<file path="src/rtl/pc_sequencer_if.sv">
// Fetch / decode / execute handshake bundle for pc_sequencer.
// master: the sequencer side. slave: the memory/decode/execute side.
interface pc_sequencer_if #(
    parameter int unsigned XLEN = 32
);
    logic            imem_req;
    logic [XLEN-1:0] imem_addr;
    logic            imem_ack;
    logic [31:0]     imem_rdata;
    logic [31:0]     instr;
    logic            instr_valid;
    logic            exec_done;
    logic            redirect;
    logic [XLEN-1:0] redirect_pc;

    modport master (
        output imem_req, imem_addr, instr, instr_valid,
        input  imem_ack, imem_rdata, exec_done, redirect, redirect_pc
    );

    modport slave (
        input  imem_req, imem_addr, instr, instr_valid,
        output imem_ack, imem_rdata, exec_done, redirect, redirect_pc
    );
endinterface

</file>
<file path="src/rtl/pc_sequencer.sv">
// Program-counter sequencer: owns the PC, runs the fetch/execute loop over a
// req/ack instruction-memory handshake, and counts retired instructions.
// Optional build macro PC_MISALIGN_TRAP_EN: a misaligned redirect target sends
// the PC to TRAP_VECTOR and pulses trap; otherwise target bits [1:0] are dropped.
module pc_sequencer #(
    parameter int unsigned     XLEN        = 32,
    parameter logic [XLEN-1:0] RESET_PC    = '0,
    parameter logic [XLEN-1:0] TRAP_VECTOR = XLEN'(32'h80)
) (
    input  logic                 clk,
    input  logic                 rst_n,
    pc_sequencer_if.master       bus,
    input  logic                 stall,
    output logic [XLEN-1:0]      pc,
    output logic [31:0]          retired_cnt
`ifdef PC_MISALIGN_TRAP_EN
    ,
    output logic                 trap
`endif
);

    typedef enum logic [1:0] {
        IDLE,
        FETCH,
        EXEC,
        HOLD
    } state_t;

    state_t          state_q, state_d;
    logic [XLEN-1:0] pc_q, pc_d;
    logic [31:0]     instr_q, instr_d;
    logic            instr_valid_q, instr_valid_d;
    logic [31:0]     retired_cnt_q, retired_cnt_d;
    logic [XLEN-1:0] seq_pc;
    logic [XLEN-1:0] redirect_tgt;
`ifdef PC_MISALIGN_TRAP_EN
    logic            trap_q, trap_d;
`else
    logic            unused_low_bits;
    assign unused_low_bits = ^{bus.redirect_pc[1:0], TRAP_VECTOR[1:0]};
`endif

    assign seq_pc       = pc_q + XLEN'(4);
    assign redirect_tgt = {bus.redirect_pc[XLEN-1:2], 2'b00};

    // Next-state, next-PC and retire bookkeeping for the fetch/execute loop.
    always_comb begin
        state_d       = state_q;
        pc_d          = pc_q;
        instr_d       = instr_q;
        instr_valid_d = instr_valid_q;
        retired_cnt_d = retired_cnt_q;
`ifdef PC_MISALIGN_TRAP_EN
        trap_d        = 1'b0;
`endif
        case (state_q)
            IDLE: begin
                state_d = stall ? HOLD : FETCH;
            end
            FETCH: begin
                if (bus.imem_ack) begin
                    instr_d       = bus.imem_rdata;
                    instr_valid_d = 1'b1;
                    state_d       = EXEC;
                end
            end
            EXEC: begin
                if (bus.exec_done) begin
                    instr_valid_d = 1'b0;
                    retired_cnt_d = retired_cnt_q + 32'd1;
`ifdef PC_MISALIGN_TRAP_EN
                    if (bus.redirect && (bus.redirect_pc[1:0] != 2'b00)) begin
                        pc_d   = TRAP_VECTOR;
                        trap_d = 1'b1;
                    end else begin
                        pc_d = bus.redirect ? redirect_tgt : seq_pc;
                    end
`else
                    pc_d = bus.redirect ? redirect_tgt : seq_pc;
`endif
                    state_d = stall ? HOLD : FETCH;
                end
            end
            HOLD: begin
                if (!stall) begin
                    state_d = FETCH;
                end
            end
            default: begin
                state_d = IDLE;
            end
        endcase
    end

    // State and datapath registers; async reset drops any in-flight request.
    always_ff @(posedge clk or negedge rst_n) begin
        if (!rst_n) begin
            state_q       <= IDLE;
            pc_q          <= RESET_PC;
            instr_q       <= '0;
            instr_valid_q <= 1'b0;
            retired_cnt_q <= '0;
`ifdef PC_MISALIGN_TRAP_EN
            trap_q        <= 1'b0;
`endif
        end else begin
            state_q       <= state_d;
            pc_q          <= pc_d;
            instr_q       <= instr_d;
            instr_valid_q <= instr_valid_d;
            retired_cnt_q <= retired_cnt_d;
`ifdef PC_MISALIGN_TRAP_EN
            trap_q        <= trap_d;
`endif
        end
    end

    assign bus.imem_req    = (state_q == FETCH);
    assign bus.imem_addr   = pc_q;
    assign bus.instr       = instr_q;
    assign bus.instr_valid = instr_valid_q;
    assign pc              = pc_q;
    assign retired_cnt     = retired_cnt_q;
`ifdef PC_MISALIGN_TRAP_EN
    assign trap            = trap_q;
`endif

endmodule
</file>
<file path="src/flat_wrapper.sv">
// flat-port wrapper written by rule: the top's interface ports become plain ports
module pc_sequencer_flat 
#(
    parameter int unsigned     XLEN        = 32,
    parameter logic [XLEN-1:0] RESET_PC    = '0,
    parameter logic [XLEN-1:0] TRAP_VECTOR = XLEN'(32'h80)
)
  (clk, rst_n, stall, pc, retired_cnt, bus_imem_req, bus_imem_addr, bus_instr, bus_instr_valid, bus_imem_ack, bus_imem_rdata, bus_exec_done, bus_redirect, bus_redirect_pc);
  pc_sequencer_if #(.XLEN(XLEN)) bus_i ();
  input  logic clk;
  input  logic rst_n;
  input  logic stall;
  output logic [XLEN-1:0] pc;
  output logic [31:0] retired_cnt;
  output wire logic [$bits(bus_i.imem_req)-1:0] bus_imem_req;
  output wire logic [$bits(bus_i.imem_addr)-1:0] bus_imem_addr;
  output wire logic [$bits(bus_i.instr)-1:0] bus_instr;
  output wire logic [$bits(bus_i.instr_valid)-1:0] bus_instr_valid;
  input wire logic [$bits(bus_i.imem_ack)-1:0] bus_imem_ack;
  input wire logic [$bits(bus_i.imem_rdata)-1:0] bus_imem_rdata;
  input wire logic [$bits(bus_i.exec_done)-1:0] bus_exec_done;
  input wire logic [$bits(bus_i.redirect)-1:0] bus_redirect;
  input wire logic [$bits(bus_i.redirect_pc)-1:0] bus_redirect_pc;
  assign bus_imem_req = bus_i.imem_req;
  assign bus_imem_addr = bus_i.imem_addr;
  assign bus_instr = bus_i.instr;
  assign bus_instr_valid = bus_i.instr_valid;
  assign bus_i.imem_ack = bus_imem_ack;
  assign bus_i.imem_rdata = bus_imem_rdata;
  assign bus_i.exec_done = bus_exec_done;
  assign bus_i.redirect = bus_redirect;
  assign bus_i.redirect_pc = bus_redirect_pc;
  pc_sequencer #(.XLEN(XLEN), .RESET_PC(RESET_PC), .TRAP_VECTOR(TRAP_VECTOR)) u_core (.clk(clk), .rst_n(rst_n), .bus(bus_i), .stall(stall), .pc(pc), .retired_cnt(retired_cnt));
endmodule
</file>
<file path="config.mk">
export PLATFORM = sky130hd
export DESIGN_NAME = pc_sequencer_flat
export DESIGN_NICKNAME = d
export VERILOG_FILES = /design/src/rtl/pc_sequencer_if.sv /design/src/rtl/pc_sequencer.sv /design/src/flat_wrapper.sv
export SDC_FILE = /design/constraint.sdc
export NUM_CORES = 1
export LEC_CHECK = 0
export CAP_MARGIN = 20
export CORE_UTILIZATION = 47
export CTS_CLUSTER_SIZE = 28
export DETAILED_ROUTE_END_ITERATION = 16
export GPL_TIMING_DRIVEN = 1
export PLACE_DENSITY = 0.91
export SYNTH_ARGS = -nofsm -noshare
export SYNTH_HDL_FRONTEND = slang
export SYNTH_SLANG_ARGS = --single-unit
</file>
<file path="constraint.sdc">
create_clock -name clk -period 5.4 [get_ports clk]
set_input_delay 1.08 -clock clk [delete_from_list [all_inputs] [get_ports clk]]
set_output_delay 1.08 -clock clk [all_outputs]
set_load 0.05 [all_outputs]
</file>
==> flow_metrics.env <==
export IMPL_antenna_diode_count=0
export IMPL_antenna_found_initial=0
export IMPL_synth_enable_flop_cells=0
export IMPL_synthArstFlopShare=1.000
export IMPL_timing_setup_critical_path_class="in -> reg"
export IMPL_groute_usage_overall=0.2469
export IMPL_grt_start_max_net_pins=60
export IMPL_floorplan_rows=36
export IMPL_gr_total_overflow=0
export IMPL_tritoncts="built"
export IMPL_grt_setup_unrepaired="false"
export IMPL_type_of_element_capturing_the_critical_path="register"
export IMPL_synth_cell_type_count=51
export IMPL_postCtsSetupRepairBufs=0
export IMPL_post_route_min_period_ps=3064
export IMPL_worstSetupStartpointType="input port"
export IMPL_fp_dieW_um=104.3
export IMPL_routabilityCongestion=0.8451
export IMPL_grt_met1_usage=0.3121
export IMPL_vias=4297
export IMPL_effective_utilization_at_floorplan=0.4942
export IMPL_finalNetCount=707
export IMPL_cts_max_level=3
export IMPL_finalSetupTns_ps=0
export IMPL_synth_top_cells_by_area="dfrtp_1 (49%), mux2_2 (7.3%), buf_4 (5.2%)"
export IMPL_cts_repair_resized=0
export IMPL_setup_violations=0
export IMPL_dpl_instance_area_um2=6729
export IMPL_grtUsageMet3=0.03509
export IMPL_fp_dieArea_um2=10880
export IMPL_worst_skew_pair_late_latency_ps=370
export IMPL_synth_main_ff_cell="dfrtp_1"
export IMPL_grt_busiest_layer="met2"
export IMPL_vdd_ir_drop_max_mv=0.3990
export IMPL_timing_hold_violations_final=0
export IMPL_avgRoutedWirePerCell_um=17.04
export IMPL_antenna_left=0
export IMPL_maximum_capacitance_violations=0
export IMPL_worst_ep_arrival_time_ps=3310
export IMPL_min_period_over_period=0.5673
export IMPL_instances_no_fill=773
export IMPL_wl_um=13170
export IMPL_totalPowerFinal_w=0.003821
export IMPL_ctsLongestPathBuffers=2
export IMPL_die_height_um=104.3
export IMPL_grt_pass1_wl_um=21570
export IMPL_route_detailed_drc=0
export IMPL_yosysWarnings=0
export IMPL_layout_core_utilization=0.6976
export IMPL_via_count_of_the_first_global_routing_pass=4250
export IMPL_synth_area_per_cell_um2=10.27
export IMPL_worst_slew_margin_rel=0.3370
export IMPL_worstMarginPinSlew_ps=993.4
export IMPL_cts_hold_buffers=0
export IMPL_post_synth_inst_count=479
export IMPL_max_freq_mhz=326.4
export IMPL_detailed_place_hpwl_um=9513
export IMPL_data_required_time_of_the_worst_path_ps=5640
export IMPL_numPortBuffers=193
export IMPL_yosys_area_top_type="dfrtp_1"
export IMPL_cts_sink_count=97
export IMPL_area_share_of_the_leading_cell_type_in_the_synthesized_netlist=0.4934
export IMPL_clk_root_buffer_cell="clkbuf_8"
export IMPL_routed_via_density=5.559
export IMPL_maxSlewViolCount=0
export IMPL_dr_pass1_iters=4
export IMPL_met2_usage=0.4186
export IMPL_synth_cell_area_um2=4920
export IMPL_finClkSkew_ps=15.75
export IMPL_post_place_cells=757
export IMPL_area_growth_pct=41.15
export IMPL_cp_max_fo=52
export IMPL_design_area_um2=6944
export IMPL_drive_above_1_share=0.1031
export IMPL_yosysSeqAreaShare=0.4934
export IMPL_synth_ff_latch_count=97
export IMPL_worst_hold_path_type="reg -> reg"
export IMPL_coreArea_um2=9955
export IMPL_power_density_nw_per_um2=550.3
export IMPL_status="finished, final reports clean"
export IMPL_clock_edge_transition_at_the_registers_on_the_reported_setup_and_hold_paths_ps=100
export IMPL_leakagePower_nw=2.865
export IMPL_detailedRoute_firstIterationViolations=274
export IMPL_number_of_cts_inserted_buffers=9
export IMPL_io_pins=200
## sequential cells by signal, indices dropped and copies added, names as in the netlist
name,flops
u_core.bus.instr,32
u_core.bus.imem_addr,30
u_core.bus.instr_valid,1
u_core.retired_cnt,32
u_core.state_q,2
## final timing paths
check / start / endpoint / slack (ps) / cells after the start
setup / recovery: bus_redirect / u_core.bus.imem_addr[23] / 2340 / 6
hold / removal: u_core.retired_cnt[30] / u_core.retired_cnt[30] / 500 / 1
setup reg to reg: u_core.bus.imem_addr[2] / u_core.bus.imem_addr[24] / 2940 / 6
hold reg to reg: u_core.retired_cnt[30] / u_core.retired_cnt[30] / 500 / 1
max in group asynchronous: rst_n / u_core.bus.imem_addr[15] / 3570 / 2
min in group asynchronous: rst_n / u_core.bus.imem_addr[2] / 670 / 1
## cells in the mapped netlist (3+ instances only)
library cell	number
a31o_2	5
and4_1	5
xor2_1	6
nor2_1	19
nand3_1	33
dfrtp_1	97
o21ai_0	20
nand2_1	41
buf_1	7
buf_4	34
nor3_1	11
clkbuf_1	15
o22ai_1	6
o22a_1	3
a21oi_1	27
nor2b_1	3
nand4_1	15
mux2_2	32
and3_1	18
mux2i_1	3
or3_1	3
a31oi_1	3
a22oi_1	8
inv_1	7
xnor2_1	25
## cell usage in the layout (no fill, tap or decap), types with 5 or more instances in the layout
master,count
clkdlybuf4s50_1,192
dfrtp_1,97
nand2_1,41
nand3_1,33
mux2_2,32
a21oi_1,27
xnor2_1,25
o21ai_0,20
nor2_1,19
and3_1,18
nand4_1,15
nor3_1,11
clkbuf_8,9
a22oi_1,8
inv_1,7
buf_4,7
xor2_1,6
o22ai_1,6
and4_1,5
a31o_2,5
## stage by stage
step                hold WS [ps]  worst slack [ps]
CTS                        502.8              2375
floorplan                  505.9              2940
finish                     500.4              2336
global route               522.6              2179
global placement           461.0              2037
detailed placement         483.8              2008
## worst max-delay path: stages
cell and delay (ps):
clkdlybuf4s50_1 400, buf_4 280, inv_1 780, nand3_1 210, o32a_1 340, o22a_1 180
## final cells by class
| class | instances | area, um^2 |
|---|---|---|
| inverter | 7 | 26.28 |
| clock inverter | 7 | 91.34 |
| clock buffer | 9 | 123.9 |
| multi-input combinational | 321 | 2135 |
| sequential | 97 | 2427 |
| tap | 133 | 166.4 |
| timing repair buffer | 199 | 1974 |
| fill | 732 | 3010 |
## routing by layer
metal	routed length, um	part of all wire	vias up
li1	-	-	1997
met1	5215	0.40	2089
met2	6850	0.52	182
met3	745	0.057	29
met4	359	0.027	0
met5	0	0	-
## where the power goes
group / leakage [nW] / total, W / internal (W) / switching (W)
sequential: 1.19 / 0.00117 / 0.000930 / 0.000244
combinational: 1.57 / 0.00213 / 0.000714 / 0.00142
clock: 0.108 / 0.000517 / 0.000229 / 0.000288
## kinds of logic (layout without fill, tap and decap cells)
group / after synthesis / count (layout) / synth area share
xor+xnor: 31 / 31 / 0.05519
simple gates: 163 / 163 / 0.1808
flops: 97 / 97 / 0.4934
buf+inv: 64 / 222 / 0.07502
fa+ha+maj: 2 / 2 / 0.005086
compound gates: 86 / 86 / 0.1104
mux: 35 / 35 / 0.07935
other cells: 1 / 4 / 0.0007622
No activity file was read; power rests on OpenSTA's default activity.
